`src/rtl/act_led_pkg.sv`:
```
// Shared types for the drive-activity LED shaper: channel FSM states and
// the output-priority selection used to build the active-low LED drive.
package act_led_pkg;

   // Per-channel blink state.
   typedef enum logic [1:0] {
      CH_IDLE = 2'd0,
      CH_ON   = 2'd1,
      CH_GAP  = 2'd2
   } chan_state_e;

   // Which source owns the LED pins this cycle, highest priority first.
   typedef enum logic [1:0] {
      OUT_TEST  = 2'd0,   // lamp test: everything lit
      OUT_BLANK = 2'd1,   // SGPIO stream lost: everything dark
      OUT_FSM   = 2'd2    // normal: channel FSM decides
   } out_sel_e;

   function automatic out_sel_e out_select(input logic led_test, input logic link_ok);
      if (led_test)
         return OUT_TEST;
      else if (!link_ok)
         return OUT_BLANK;
      else
         return OUT_FSM;
   endfunction

   // Active-low cathode drive for one channel (0 = lit).
   function automatic logic led_drive(input out_sel_e sel, input logic lit);
      case (sel)
         OUT_TEST:  return 1'b0;
         OUT_BLANK: return 1'b1;
         default:   return ~lit;
      endcase
   endfunction

endpackage

```
`src/rtl/act_led_chan.sv`:
```
// One activity channel: IDLE -> ON (stretched) -> GAP (forced off) with a
// pending flag so activity seen during ON/GAP produces another blink.
module act_led_chan
   import act_led_pkg::*;
#(
   parameter int STRETCH_MS = 50,
   parameter int GAP_MS     = 50
) (
   input  logic clk,
   input  logic rst_n,
   input  logic tick,
   input  logic act,
   input  logic kill,
   output logic lit
);

   localparam int MAXLD = (STRETCH_MS > GAP_MS) ? STRETCH_MS : GAP_MS;
   localparam int CW    = $clog2(MAXLD + 1);
   localparam logic [CW-1:0] LOAD_ON  = CW'(STRETCH_MS);
   localparam logic [CW-1:0] LOAD_GAP = CW'(GAP_MS);

   chan_state_e   state_q, state_d;
   logic [CW-1:0] cnt_q, cnt_d;
   logic          pend_q, pend_d;
   logic [CW-1:0] cnt_dec;

   assign cnt_dec = cnt_q - CW'(1);

   // Next-state: a tick that empties the counter moves on in the same edge;
   // the entry cycle into ON ignores tick because the load wins.
   always_comb begin
      state_d = state_q;
      cnt_d   = cnt_q;
      pend_d  = pend_q;
      if (kill) begin
         state_d = CH_IDLE;
         cnt_d   = '0;
         pend_d  = 1'b0;
      end else begin
         case (state_q)
            CH_IDLE: begin
               if (act || pend_q) begin
                  state_d = CH_ON;
                  cnt_d   = LOAD_ON;
                  pend_d  = 1'b0;
               end
            end
            CH_ON: begin
               if (act) pend_d = 1'b1;
               if (tick && (cnt_q != '0)) begin
                  cnt_d = cnt_dec;
                  if (cnt_dec == '0) begin
                     state_d = CH_GAP;
                     cnt_d   = LOAD_GAP;
                  end
               end
            end
            CH_GAP: begin
               if (act) pend_d = 1'b1;
               if (tick && (cnt_q != '0)) begin
                  cnt_d = cnt_dec;
                  if (cnt_dec == '0) state_d = CH_IDLE;
               end
            end
            default: state_d = CH_IDLE;
         endcase
      end
   end

   // State, counter and pending flag registers.
   always_ff @(posedge clk or negedge rst_n) begin
      if (!rst_n) begin
         state_q <= CH_IDLE;
         cnt_q   <= '0;
         pend_q  <= 1'b0;
      end else begin
         state_q <= state_d;
         cnt_q   <= cnt_d;
         pend_q  <= pend_d;
      end
   end

   assign lit = (state_q == CH_ON);

endmodule

```
`src/rtl/act_led_shaper.sv`:
```
// Drive-activity LED shaper: 1 ms prescaler, SGPIO frame watchdog, N_DRV
// blink channels and a registered active-low output mux.
module act_led_shaper
   import act_led_pkg::*;
#(
   parameter int N_DRV      = 36,
   parameter int TICK_DIV   = 33000,
   parameter int STRETCH_MS = 50,
   parameter int GAP_MS     = 50,
   parameter int LOSS_MS    = 500
) (
   input  logic             SYSCLK,
   input  logic             RESET_N,
   input  logic [N_DRV-1:0] ACT_IN,
   input  logic             FRAME_STB,
   input  logic             LED_TEST,
   output logic [N_DRV-1:0] ACT_LED_L,
   output logic             LINK_OK
);

   localparam int PW = (TICK_DIV > 1) ? $clog2(TICK_DIV) : 1;
   localparam int WW = $clog2(LOSS_MS + 1);
   localparam logic [PW-1:0] PRESC_LAST = PW'(TICK_DIV - 1);
   localparam logic [WW-1:0] WD_LIMIT   = WW'(LOSS_MS);

   logic [PW-1:0]    presc_q, presc_d;
   logic [WW-1:0]    wd_q, wd_d;
   logic             link_q, link_d;
   logic [N_DRV-1:0] led_q, led_d;
   logic [N_DRV-1:0] lit;
   logic             tick;
   logic             kill;
   out_sel_e         out_sel;

   assign tick    = (presc_q == PRESC_LAST);
   assign kill    = ~link_q;
   assign out_sel = out_select(LED_TEST, link_q);

   // Free-running ms prescaler.
   always_comb begin
      presc_d = tick ? '0 : presc_q + PW'(1);
   end

   // Frame watchdog: a frame strobe beats a same-cycle expiry.
   always_comb begin
      wd_d   = wd_q;
      link_d = link_q;
      if (FRAME_STB) begin
         wd_d   = '0;
         link_d = 1'b1;
      end else if (tick && (wd_q != WD_LIMIT)) begin
         wd_d = wd_q + WW'(1);
         if (wd_d == WD_LIMIT) link_d = 1'b0;
      end
   end

   genvar gi;
   generate
      for (gi = 0; gi < N_DRV; gi++) begin : g_chan
         act_led_chan #(
            .STRETCH_MS(STRETCH_MS),
            .GAP_MS    (GAP_MS)
         ) u_chan (
            .clk  (SYSCLK),
            .rst_n(RESET_N),
            .tick (tick),
            .act  (ACT_IN[gi]),
            .kill (kill),
            .lit  (lit[gi])
         );
      end
   endgenerate

   // Output mux ahead of the pin register.
   always_comb begin
      led_d = '1;
      for (int i = 0; i < N_DRV; i++) led_d[i] = led_drive(out_sel, lit[i]);
   end

   // Prescaler, watchdog, link flag and pin registers.
   always_ff @(posedge SYSCLK or negedge RESET_N) begin
      if (!RESET_N) begin
         presc_q <= '0;
         wd_q    <= '0;
         link_q  <= 1'b0;
         led_q   <= '1;
      end else begin
         presc_q <= presc_d;
         wd_q    <= wd_d;
         link_q  <= link_d;
         led_q   <= led_d;
      end
   end

   assign ACT_LED_L = led_q;
   assign LINK_OK   = link_q;

endmodule

```
`config.mk`:
```
export PLATFORM = sky130hd
export DESIGN_NAME = act_led_shaper
export DESIGN_NICKNAME = d
export VERILOG_FILES = /design/src/rtl/act_led_pkg.sv /design/src/rtl/act_led_chan.sv /design/src/rtl/act_led_shaper.sv
export SDC_FILE = /design/constraint.sdc
export NUM_CORES = 1
export LEC_CHECK = 0
export ABC_CLOCK_PERIOD_IN_PS = 2250
export CORE_MARGIN = 3
export CORE_UTILIZATION = 30
export CTS_CLUSTER_SIZE = 14
export DETAILED_ROUTE_END_ITERATION = 10
export REMOVE_ABC_BUFFERS = 1
export SLEW_MARGIN = 20
export SYNTH_ARGS = -nofsm -noshare
export SYNTH_HDL_FRONTEND = slang
export SYNTH_SLANG_ARGS = --single-unit
```
`constraint.sdc`:
```
create_clock -name SYSCLK -period 2.25 [get_ports SYSCLK]
set_input_delay 0.45 -clock SYSCLK [delete_from_list [all_inputs] [get_ports SYSCLK]]
set_output_delay 0.45 -clock SYSCLK [all_outputs]
set_load 0.005 [all_outputs]
```
# [After elaboration in Yosys (flattened, before gate mapping)]
# Cells that the tools add are included.
[word_totals] memories=0 output_inout_bits=37 word_cells=1535 latchBits=0 mem_bits_rw=0 ff_bits=386 rom_bits=0 inputBits=40
[classes] mul=0 order_cmp=0 div_mod_pow=0 muxes=656 n_reduce_logical=329 bitwise=36 addsub=38 n_eq_ne=364 shifts=0
[op_table] cell="2-to-1 mux 6 bit" count=180
[op_table] cell="one-hot mux 6 bit (3 select lines)" count=36
[op_table] cell="2-to-1 mux 2 bit" count=218
[op_table] cell="inequality test 3 x 2 -> 1 bit (second input constant)" count=144
[op_table] cell="inequality test 3 bit (second input constant)" count=108
[op_table] cell="zero test 6 bit" count=36
[op_table] cell="one-hot mux 2 bit (3 select lines)" count=36
[op_table] cell="nonzero test 6 bit" count=36
[op_table] cell="subtractor 6 x 1 -> 6 bit (second input constant)" count=36
[op_table] cell="AND reduction 5 bit" count=36
[op_table] cell="inequality test 4 x 1 -> 1 bit (second input constant)" count=36
[op_table] cell="one-hot mux 1 bit (2 select lines)" count=72
[op_table] cell="AND reduction 4 bit" count=36
[op_table] cell="2-to-1 mux 1 bit" count=111
[op_table] cell="AND reduction 3 bit" count=36
[op_table] cell="equality test 2 x 1 -> 1 bit (second input constant)" count=37
[op_table] cell="zero test 2 bit" count=37
[op_table] cell="equality test 2 bit (second input constant)" count=36
[op_table] cell="OR reduction 2 bit" count=36
[op_table] cell="logical AND 1 bit" count=37
[op_table] cell="logical OR 1 bit" count=36
[op_table] cell="NOT 1 bit" count=36
[op_table] cell="2-to-1 mux 9 bit" count=2
[op_table] cell="adder 16 x 1 -> 16 bit (second input constant)" count=1
[op_table] cell="other kinds (7)" count=8

# [Logic depth before layout (Yosys ltp)]
# Gate-level depths: netlist (run 1).
[logic_depth] depth_word=6 ltp_mapped=10 ltp_nobuf=8

# [Cells and area by module]
# From an unflattened synthesis (run 1), not the netlist that was laid out.
[hier_totals] hier_cells=3439 area_unflattened_um2=31946.9
[modules_own_cells] module="act_led_chan at g_chan[0].u_chan ..." cells_each=88 n_inst=29 seq_area_each_um2=225.2 area_per_inst_um2=810.8
[modules_own_cells] module="act_led_chan at g_chan[22].u_chan ..." cells_each=97 n_inst=5 seq_area_each_um2=225.2 area_per_inst_um2=850.8
[modules_own_cells] module="act_led_shaper" cells_each=210 n_inst=1 seq_area_each_um2=1596.5 area_per_inst_um2=2486.1
[modules_own_cells] module="act_led_chan at g_chan[29].u_chan" cells_each=104 n_inst=1 seq_area_each_um2=225.2 area_per_inst_um2=902.1
[modules_own_cells] module="act_led_chan at g_chan[8].u_chan" cells_each=88 n_inst=1 seq_area_each_um2=225.2 area_per_inst_um2=792.0

# [Worst setup path after synthesis (run 1)]
# Ideal clock, no wire load.
[synth_timing] kind="reg-to-reg" startpoint="register g_chan[8].u_chan.cnt_q[0]" endpoint="register g_chan[8].u_chan.state_q[0]" required_time_ps=2128 t_arrival_ps=2148 setup_slack_ps=-21 synth_period_minus_slack_ps=2271 path_buffers=0 setup_ps=122 path_stages_with_launch=7 cell_sequence="dfrtp_1 > or4_1 > xnor2_1 > or4b_2 > o21ai_0 > nand2_1 > mux2i_1"
[synth_via] elab_chain_len=4 word_cells_on_any_way=9 classes_between="add/sub (1); eq/ne (4); reduce/logical (4)"
[synth_lines] item="start: declaration" line="act_led_chan.sv:23" source="logic [CW-1:0] cnt_q, cnt_d;"
[synth_lines] item="start signal: assignment" line="act_led_chan.sv:78" source="cnt_q <= cnt_d;"
[synth_lines] item="subtractor 6 x 1 -> 6 bit or nonzero test 6 bit (tied branches)" line="act_led_chan.sv:27, act_led_chan.sv:50, act_led_chan.sv:60"
[synth_lines] item="zero test 6 bit or logical AND 1 bit (tied branches)"
[synth_lines] item="inequality test 3 bit (no source line) or inequality test 3 x 2 -> 1 bit (tied branches)"
[synth_lines] item="AND reduction 5 bit (no source line) (*)"
[synth_lines] item="end signal: assignment" line="act_led_chan.sv:77" source="state_q <= state_d;"
[synth_lines] item="end: declaration" line="act_led_chan.sv:22" source="chan_state_e state_q, state_d;"
# Every way passes the cells marked *; elsewhere a longest branch is shown, timed or not.
# A chain may end at the register's enable or synchronous reset.

# [Worst setup path in the final report (run 1)]
[layout_timing] startpoint="register presc_q[1]" endpoint="register g_chan[18].u_chan.state_q[0]"
[layout_via] elab_chain_len=4 word_cells_on_any_way=5 classes_between="eq/ne (3); reduce/logical (2)"
[layout_lines] item="start: declaration" line="act_led_shaper.sv:26" source="logic [PW-1:0] presc_q, presc_d;"
[layout_lines] item="start signal: assignment" line="act_led_shaper.sv:88" source="presc_q <= presc_d;"
[layout_lines] item="equality test 16 bit (*)" line="act_led_shaper.sv:35" source="assign tick = (presc_q == PRESC_LAST);"
[layout_lines] item="logical AND 1 bit (*)" line="act_led_chan.sv:50, act_led_chan.sv:60"
[layout_lines] item="inequality test 3 bit (no source line) or inequality test 3 x 2 -> 1 bit (tied branches)"
[layout_lines] item="AND reduction 5 bit (no source line) (*)"
[layout_lines] item="end signal: assignment" line="act_led_chan.sv:77"
[layout_lines] item="end: declaration" line="act_led_chan.sv:22"
# Marked as above.

==> metrics.txt, run 1 <==
residual DRC count=0; Skew-Pair Late Insertion Delay=0.60 ns; number of H-tree levels=2; post-detail-place hpwl=44530 um; PD cells=approximately 1400 mW/mm^2; share of flip-flops with an asynchronous set or reset after synthesis=100.0%; Synth cell types=78; wire length of the first global-routing pass=about 110000 um; master of the slowest instance on the critical path=sky130_fd_sc_hd__dfrtp_1; RSZ-0062 raised after global routing=true; Arrival @ worst endpoint=2.69 ns; post-synthesis share of cell area spent on full adders, half adders and majority gates=12.08%; placed cells=between 4000 and 5000; non-filler instance count after layout=4487; vias in the first global route=21800; cell count after synthesis=3009; FF+latch count, synth=386; total detailed-routing wirelength=64070 um; number of enable-type register cells in the synthesized netlist=0; xor-xnor portion of the synthesized cell area=2.951%; Std-Cell Core Area=0.08702 mm^2; type of origin of the critical path=flop; Final Wtd Congestion=0.8459; share of synthesized cell area in and, or, nand and nor gates=about a fifth; input/output buffers=76; All-Layer GR Usage=13.46%; peak supply drop=732.5 uV; ratio of routed vias to standard cells=5.063; count of boundary I/O pins=77; number of pins with negative max-slew slack in the final report=0; Bufs on Longest Clock Path=3; Placed Instance Area=0.03004 mm^2; start-to-end type of the worst setup path=reg -> reg; routed vias=22720; post-synth top area share=33.15%; count of cells along the worst hold path=2; max-capacitance violation count=0; maximum number of pins on one net before global-route repair=51; initial DRC count=approximately 1100; dominant synthesized flop cell=sky130_fd_sc_hd__dfrtp_1; capturing element type of the critical path=flop; clock-pin slew on the worst setup and hold paths=about 0.060 ns; maximum net fanout on the critical path=12; ratio of cells with drive above 1 in the final layout=15.67%; dominant cell type by area after synthesis=sky130_fd_sc_hd__dfrtp_1; row cnt=roughly 110; Yosys Warn Count=0; remaining max-slew budget at the tightest pin=a little under three fifths; Total Nets Final=3587; Setup Total Neg Slack=0 ns; ordered list of cells on the worst path=ha_2, and4_1, nand4_1, buf_6, buf_16, a31oi_4, a41oi_2, a31oi_1, o22ai_1; total power of the final layout=47.37 mW; first-pass detailed-route iteration total=5; Crit path depth=9; total leakage power=14.42 nW; worst setup slack after layout=between 0.02 and 0.025 ns; post-placement worst setup slack=-0.07314 ns; count of nets left with antenna violations after detail routing=0; R2R cell count=9; antenna diode count=0; number of antenna violations at the first check in global routing=1; CP top delay family=compound AO/OA/AOI/OAI gates; time the worst path needs with I/O delays and setup=about 2.2 ns; die outline height=just over 300 um; WL per Instance=~14 um; multiplexer area fraction after synthesis=between 1.5 and 2%; initial core utilization=30.36%; gr ovfl total=0; clock skew=0.02383 ns; number of setup violations in the final report=0; worst hold-check path type=in -> reg; die width=302.8 um; delay of the slowest cell on the worst path=between 0.3 and 0.4 ns; cell chosen for the clock root=sky130_fd_sc_hd__clkbuf_16; number of hold violations in the final report=0; Sink Count=386; share of the clock period used by the worst path=approximately 100%; Post-Synthesis Cell Area=0.02642 mm^2; timing-limited maximum frequency=0.4486 GHz; top cells by area, synth=sky130_fd_sc_hd__dfrtp_1 33%, sky130_fd_sc_hd__ha_1 12%, sky130_fd_sc_hd__o21ai_0 5.1%; CTS buffer count=49; worst path bufs/invs=2; CTS tree=built; end-of-flow core utilization=37.65%; complex-gate fraction of the synthesized area=21.83%; DIE AREA=between 0.09 and 0.1 mm^2; run status=complete, no violations; Post-Syn Area per Cell=roughly 9 um^2; post-route standard cell area excluding fillers=roughly 0.033 mm^2; main combinational cell family by area after synthesis=compound AO/OA/AOI/OAI gates; sequential cell area fraction in the yosys report=36.73%; worst path required time=roughly 2.7 ns; Tightest Pin Transition=0.6612 ns; area overhead of the layout relative to synthesis=24.02%; hold slack=0.2860 ns
==> layout by cell type (no fill, tap or decap), drive strengths merged, types with 11 or more instances in the layout <==
cell type / instances
o41ai: 13
a221oi: 15
nor2: 204
nor3b: 49
nand2: 317
nand2b: 87
a22o: 15
mux2i: 47
o21ai: 273
dfrtp: 350
o221a: 27
clkbuf: 77
o22ai: 29
a31o: 11
a2bb2oi: 13
nand4: 52
o211ai: 40
or3: 23
nand3: 89
dfstp: 36
clkdlybuf4s50: 74
or2: 13
o31ai: 66
o31a: 35
nor2b: 50
o21a: 19
and3: 18
buf: 231
nor4: 30
inv: 208
nor3: 77
o21bai: 21
a21oi: 157
a31oi: 41
xnor2: 48
ha: 255
a21boi: 52
xor2: 41
==> cells in the mapped netlist, types with 11 or more instances <==
cell,n
sky130_fd_sc_hd__nor3_1,77
sky130_fd_sc_hd__nor2_1,203
sky130_fd_sc_hd__dfstp_2,36
sky130_fd_sc_hd__a31o_2,11
sky130_fd_sc_hd__mux2i_1,47
sky130_fd_sc_hd__dfrtp_1,350
sky130_fd_sc_hd__or3_1,23
sky130_fd_sc_hd__a22o_1,15
sky130_fd_sc_hd__nor2b_1,50
sky130_fd_sc_hd__nand3_1,89
sky130_fd_sc_hd__a2bb2oi_1,13
sky130_fd_sc_hd__nand2_1,317
sky130_fd_sc_hd__xor2_1,41
sky130_fd_sc_hd__and3_1,18
sky130_fd_sc_hd__o31a_1,34
sky130_fd_sc_hd__clkbuf_1,51
sky130_fd_sc_hd__ha_1,255
sky130_fd_sc_hd__o211ai_1,40
sky130_fd_sc_hd__o31ai_1,64
sky130_fd_sc_hd__o21bai_1,21
sky130_fd_sc_hd__o22ai_1,29
sky130_fd_sc_hd__nor4_1,29
sky130_fd_sc_hd__nand2b_1,87
sky130_fd_sc_hd__nor3b_1,49
sky130_fd_sc_hd__inv_1,206
sky130_fd_sc_hd__a221oi_1,14
sky130_fd_sc_hd__a21boi_0,48
sky130_fd_sc_hd__nand4_1,52
sky130_fd_sc_hd__xnor2_1,48
sky130_fd_sc_hd__a21oi_1,157
sky130_fd_sc_hd__o41ai_1,13
sky130_fd_sc_hd__buf_2,19
sky130_fd_sc_hd__o21ai_0,267
sky130_fd_sc_hd__o21a_1,19
sky130_fd_sc_hd__o221a_2,27
sky130_fd_sc_hd__a31oi_1,40
==> sequential cells by signal (all words and copies together) (netlist names) <==
register	flops
g_chan.u_chan.cnt_q	216
g_chan.u_chan.pend_q	36
presc_q	16
ACT_LED_L	36
wd_q	9
g_chan.u_chan.state_q	72
LINK_OK	1
==> report_power, final <==
part	leakage, nW	total (mW)	switching [mW]	internal [mW]
Sequential	4.75	12.0	2.21	9.82
Clock	0.809	8.02	3.19	4.83
Combinational	8.87	27.3	15.0	12.4
==> final cells by class <==
type | count | area (um^2)
Sequential cell | 386 | 9709
Inverter | 206 | 773.2
Clock buffer | 76 | 1470
Clock inverter | 15 | 161.4
Multi-Input combinational cell | 2338 | 16300
Timing Repair Buffer | 311 | 2900
Tap cell | 1155 | 1445
Fill cell | 8753 | 54260
==> routing by layer <==
layer	wire length [um]	vias up	GRT usage [%]
met5	13	-	0
met4	1598	2	4.328
met3	2256	102	2.318
met2	29500	299	21.97
met1	30700	10880	18.10
li1	-	11440	-
==> path summary, 6_finish.rpt <==
check,to,start,slack [ns]
worst min register to register,g_chan[7].u_chan.cnt_q[5]$_DFFE_PN0P_,g_chan[7].u_chan.cnt_q[5]$_DFFE_PN0P_,0.51
max in group asynchronous,ACT_LED_L[19]$_DFF_PN1_,RESET_N,1.11
worst min-delay path,ACT_LED_L[18]$_DFF_PN1_,LED_TEST,0.29
worst max-delay path,g_chan[18].u_chan.state_q[0]$_DFFE_PN0P_,presc_q[1]$_DFF_PN0_,0.02
worst max register to register,g_chan[18].u_chan.state_q[0]$_DFFE_PN0P_,presc_q[1]$_DFF_PN0_,0.02
min in group asynchronous,g_chan[10].u_chan.cnt_q[1]$_DFFE_PN0P_,RESET_N,0.40
==> worst register-to-register path: stages (launching register included) <==
cell	delay, ns
sky130_fd_sc_hd__dfrtp_1	0.37
sky130_fd_sc_hd__ha_2	0.18
sky130_fd_sc_hd__and4_1	0.19
sky130_fd_sc_hd__nand4_1	0.19
sky130_fd_sc_hd__buf_6	0.21
sky130_fd_sc_hd__buf_16	0.16
sky130_fd_sc_hd__a31oi_4	0.26
sky130_fd_sc_hd__a41oi_2	0.19
sky130_fd_sc_hd__a31oi_1	0.23
sky130_fd_sc_hd__o22ai_1	0.11
==> cells by family (layout without fill, tap and decap cells) <==
family / count (synthesis) / after routing
AO/OA/AOI/OAI: 879 / 880
buffers and inverters: 286 / 608
adder cells (fa/ha/maj): 255 / 255
AND/OR/NAND/NOR: 1063 / 1063
XOR/XNOR: 89 / 89
multiplexers: 51 / 51
flip-flops: 386 / 386
==> repair_timing <==
item / CTS / global route
hold endpoints to repair: 30 / 0
setup endpoints to repair: 6 / 189
pin swaps: 2 / 42
gates cloned: 2 / 4
resized for setup: 5 / 208
hold buffers: 1 / 0
buffers inserted: 3 / 22
Power figures use the tool's default switching activity.
==> inputs of run 2 (changes only) <==
--- a/config.mk
+++ b/config.mk
@@ -6,10 +6,13 @@
 export NUM_CORES = 1
 export LEC_CHECK = 0
 export ABC_CLOCK_PERIOD_IN_PS = 2250
+export CELL_PAD_IN_SITES_DETAIL_PLACEMENT = 0
+export CELL_PAD_IN_SITES_GLOBAL_PLACEMENT = 1
 export CORE_MARGIN = 3
 export CORE_UTILIZATION = 30
 export CTS_CLUSTER_SIZE = 14
 export DETAILED_ROUTE_END_ITERATION = 10
+export PLACE_DENSITY_LB_ADDON = 0.1
 export REMOVE_ABC_BUFFERS = 1
 export SLEW_MARGIN = 20
 export SYNTH_ARGS = -nofsm -noshare
==> run 2 against run 1 <==
The flow now finishes with violations (setup timing). Sequential share of layout area decreased by 0.30 points. Critical path depth down 1. Maximum frequency fell by 3.8%. Register-to-register slack worse by 0.09 ns. Critical endpoint is now g_chan[21].u_chan.cnt_q[0]$_DFFE_PN0P_. Sequential power about the same. Cell count is 0.62% higher. Combinational power rose by 4%. Clock skew up 0.0032 ns. Power up 2.7%. Largest power group unchanged.
==> metrics.txt, run 2 (synthesized netlist as in run 1, its figures left out) <==
DIE AREA=0.09166 mm^2; Bufs on Longest Clock Path=3; routed vias=23100; max-capacitance violation count=0; count of nets left with antenna violations after detail routing=0; gr ovfl total=0; worst hold-check path type=in -> reg; run status=finished with violations; ratio of routed vias to standard cells=5.117; routed length on met1=33830 um; power dissipated by switching net loads=about 21 mW; number of pins with negative max-slew slack in the final report=0; clock skew=0.02707 ns; time the worst path needs with I/O delays and setup=2.317 ns; number of setup violations in the final report=15; peak supply drop=651.3 uV; number of H-tree levels=2; flip-flop count of the largest register after layout=216; reg-to-reg startpoint=presc_q[4]$_DFF_PN0_; Total Nets Final=3611; violations in the final reports=setup timing; area overhead of the layout relative to synthesis=25.33%; maximum net fanout on the critical path=6; timing-limited maximum frequency=between 0.4 and 0.5 GHz; RSZ-0062 raised after global routing=true; end-of-flow core utilization=38.05%; first-pass detailed-route iteration total=5; share of total power consumed by net switching=between 40 and 50%; input/output buffers=76; clock share of power=between 15 and 20%; initial DRC count=978; number of hold violations in the final report=0; most used cells in the layout excluding fill and tap cells=346 x sky130_fd_sc_hd__dfrtp_1, 316 x sky130_fd_sc_hd__nand2_1, 254 x sky130_fd_sc_hd__ha_1; count of boundary I/O pins=77; clock-pin slew on the worst setup and hold paths=0.06 ns; All-Layer GR Usage=14.86%; wire length of the first global-routing pass=115200 um; master of the slowest instance on the critical path=sky130_fd_sc_hd__dfrtp_2; post-detail-place hpwl=48870 um; ordered list of cells on the worst path=nor4_4, buf_4, and4_4, buf_12, a21oi_2, o31a_1, or2_1, o31ai_1; biggest registers after layout=g_chan.u_chan.cnt_q x216, g_chan.u_chan.state_q x72; total detailed-routing wirelength=71410 um; multi-input gate area in the final layout=0.01640 mm^2; worst path bufs/invs=2; Tightest Pin Transition=roughly 0.69 ns; PD cells=1469 mW/mm^2; Met2 Routed Length=~34000 um; Arrival @ worst endpoint=2.82 ns; Skew-Pair Late Insertion Delay=0.61 ns; residual DRC count=0; portion of total power attributed to sequential cells=24.9%; register with the most flip-flops=g_chan.u_chan.cnt_q; maximum number of pins on one net before global-route repair=66; vias in the first global route=23070; Sink Count=between 300 and 400; CTS buffer count=52; share of the clock period used by the worst path=103.0%; CTS tree=built; fill cell count=8752; Comb pwr share=approximately 58%; Std-Cell Core Area=0.08702 mm^2; die outline height=302.8 um; worst setup slack after layout=-0.06732 ns; CP top delay family=simple AND/OR/NAND/NOR gates; capturing element type of the critical path=flop; WL per Instance=15.82 um; cell chosen for the clock root=sky130_fd_sc_hd__clkbuf_16; Int Pwr=27.47 mW; ratio of cells with drive above 1 in the final layout=around 17%; total met3 wirelength after detailed routing=2120 um; start-to-end type of the worst setup path=reg -> reg; remaining max-slew budget at the tightest pin=about 53%; hold path startpoint=LED_TEST; row cnt=108; number of antenna violations at the first check in global routing=1; Setup Total Neg Slack=-0.3579 ns; type of origin of the critical path=flop; hold slack=around 0.3 ns; die width=302.8 um; highest metal layer used by the detailed router=met4; Setup crit start=presc_q[4]$_DFF_PN0_; initial core utilization=30.36%; most common cell after layout, fill and taps aside=sky130_fd_sc_hd__dfrtp_1; delay of the slowest cell on the worst path=0.44 ns; Final Wtd Congestion=0.8292; total leakage power=~15 nW; worst path required time=2.76 ns; storage element area=0.009712 mm^2
-- run 2: cell types whose count changed in the layout (fill, tap and decap cells not counted), sizes merged --
cell           change
bufbuf             -2
clkdlybuf4s50      -1
buf               +20
bufinv             -2
clkbuf            +16
clkinv             -4
diode              +1
clkdlybuf4s15      -1
dlygate4sd2        +1
-- run 2: per-stage QoR --
stage | cells | setup WS (ns) | power, mW | cell area, um^2
after floorplan | 2929 | -5.170 | 30.14 | 26060
after global placement | 4361 | -0.05513 | 37.42 | 30010
after detailed placement | 4361 | -0.1318 | 37.81 | 30010
after CTS | 4472 | -0.03631 | 46.77 | 31920
after global routing | 4515 | -0.1476 | 53.16 | 33110
final | 4515 | -0.06732 | 48.64 | 33110
-- run 2: area by class of cell --
cell class,instances,share of cell area (%)
Antenna cell,1,0.007558
Clock buffer,88,4.886
Clock inverter,9,0.2343
Inverter,206,2.335
Multi-Input combinational cell,2338,49.53
Sequential cell,386,29.33
Tap cell,1155,4.365
Timing Repair Buffer,332,9.307
-- run 2: repair_timing --
item / CTS / global route
pin swaps: 3 / 52
endpoints found under the setup margin: 106 / 164
hold endpoints to repair: 118 / 0
hold buffers: 1 / 0
setup buffers: 12 / 32
gates resized for setup: 22 / 224
gates cloned: 1 / 10
-- run 2: worst paths after layout --
kind | slack (ns) | endpoint | cells past startpoint
hold reg to reg | 0.52 | g_chan[7].u_chan.cnt_q[5]$_DFFE_PN0P_ | 1
hold / removal | 0.30 | ACT_LED_L[5]$_DFF_PN1_ | 2
max in group asynchronous | 1.13 | g_chan[24].u_chan.cnt_q[5]$_DFFE_PN0P_ | 4
min in group asynchronous | 0.31 | g_chan[31].u_chan.state_q[1]$_DFFE_PN0P_ | 2
setup reg to reg | -0.07 | g_chan[21].u_chan.cnt_q[0]$_DFFE_PN0P_ | 8
setup / recovery | -0.07 | g_chan[21].u_chan.cnt_q[0]$_DFFE_PN0P_ | 8
-- run 2: power groups by stage --
stage | clock, mW | sequential [mW] | combinational, mW
6_report | 8.27 | 12.1 | 28.3
5_1_grt | 8.91 | 12.5 | 31.7
4_1_cts | 8.65 | 12.1 | 26.1
3_5_place_dp | 0 | 12.1 | 25.7
3_3_place_gp | 0 | 12.1 | 25.3
2_1_floorplan | 0 | 11.7 | 18.4
-- run 2: worst register-to-register path: stages, from the launching register on --
cell	delay, ns
sky130_fd_sc_hd__dfrtp_2	0.44
sky130_fd_sc_hd__nor4_4	0.32
sky130_fd_sc_hd__buf_4	0.16
sky130_fd_sc_hd__and4_4	0.26
sky130_fd_sc_hd__buf_12	0.15
sky130_fd_sc_hd__a21oi_2	0.06
sky130_fd_sc_hd__o31a_1	0.35
sky130_fd_sc_hd__or2_1	0.26
sky130_fd_sc_hd__o31ai_1	0.23
-- run 2: routing by layer --
metal,track usage [%],vias to the layer above
li1,-,11480
met1,19.77,11250
met2,25.36,283
met3,2.104,89
met4,3.731,0
met5,0,-
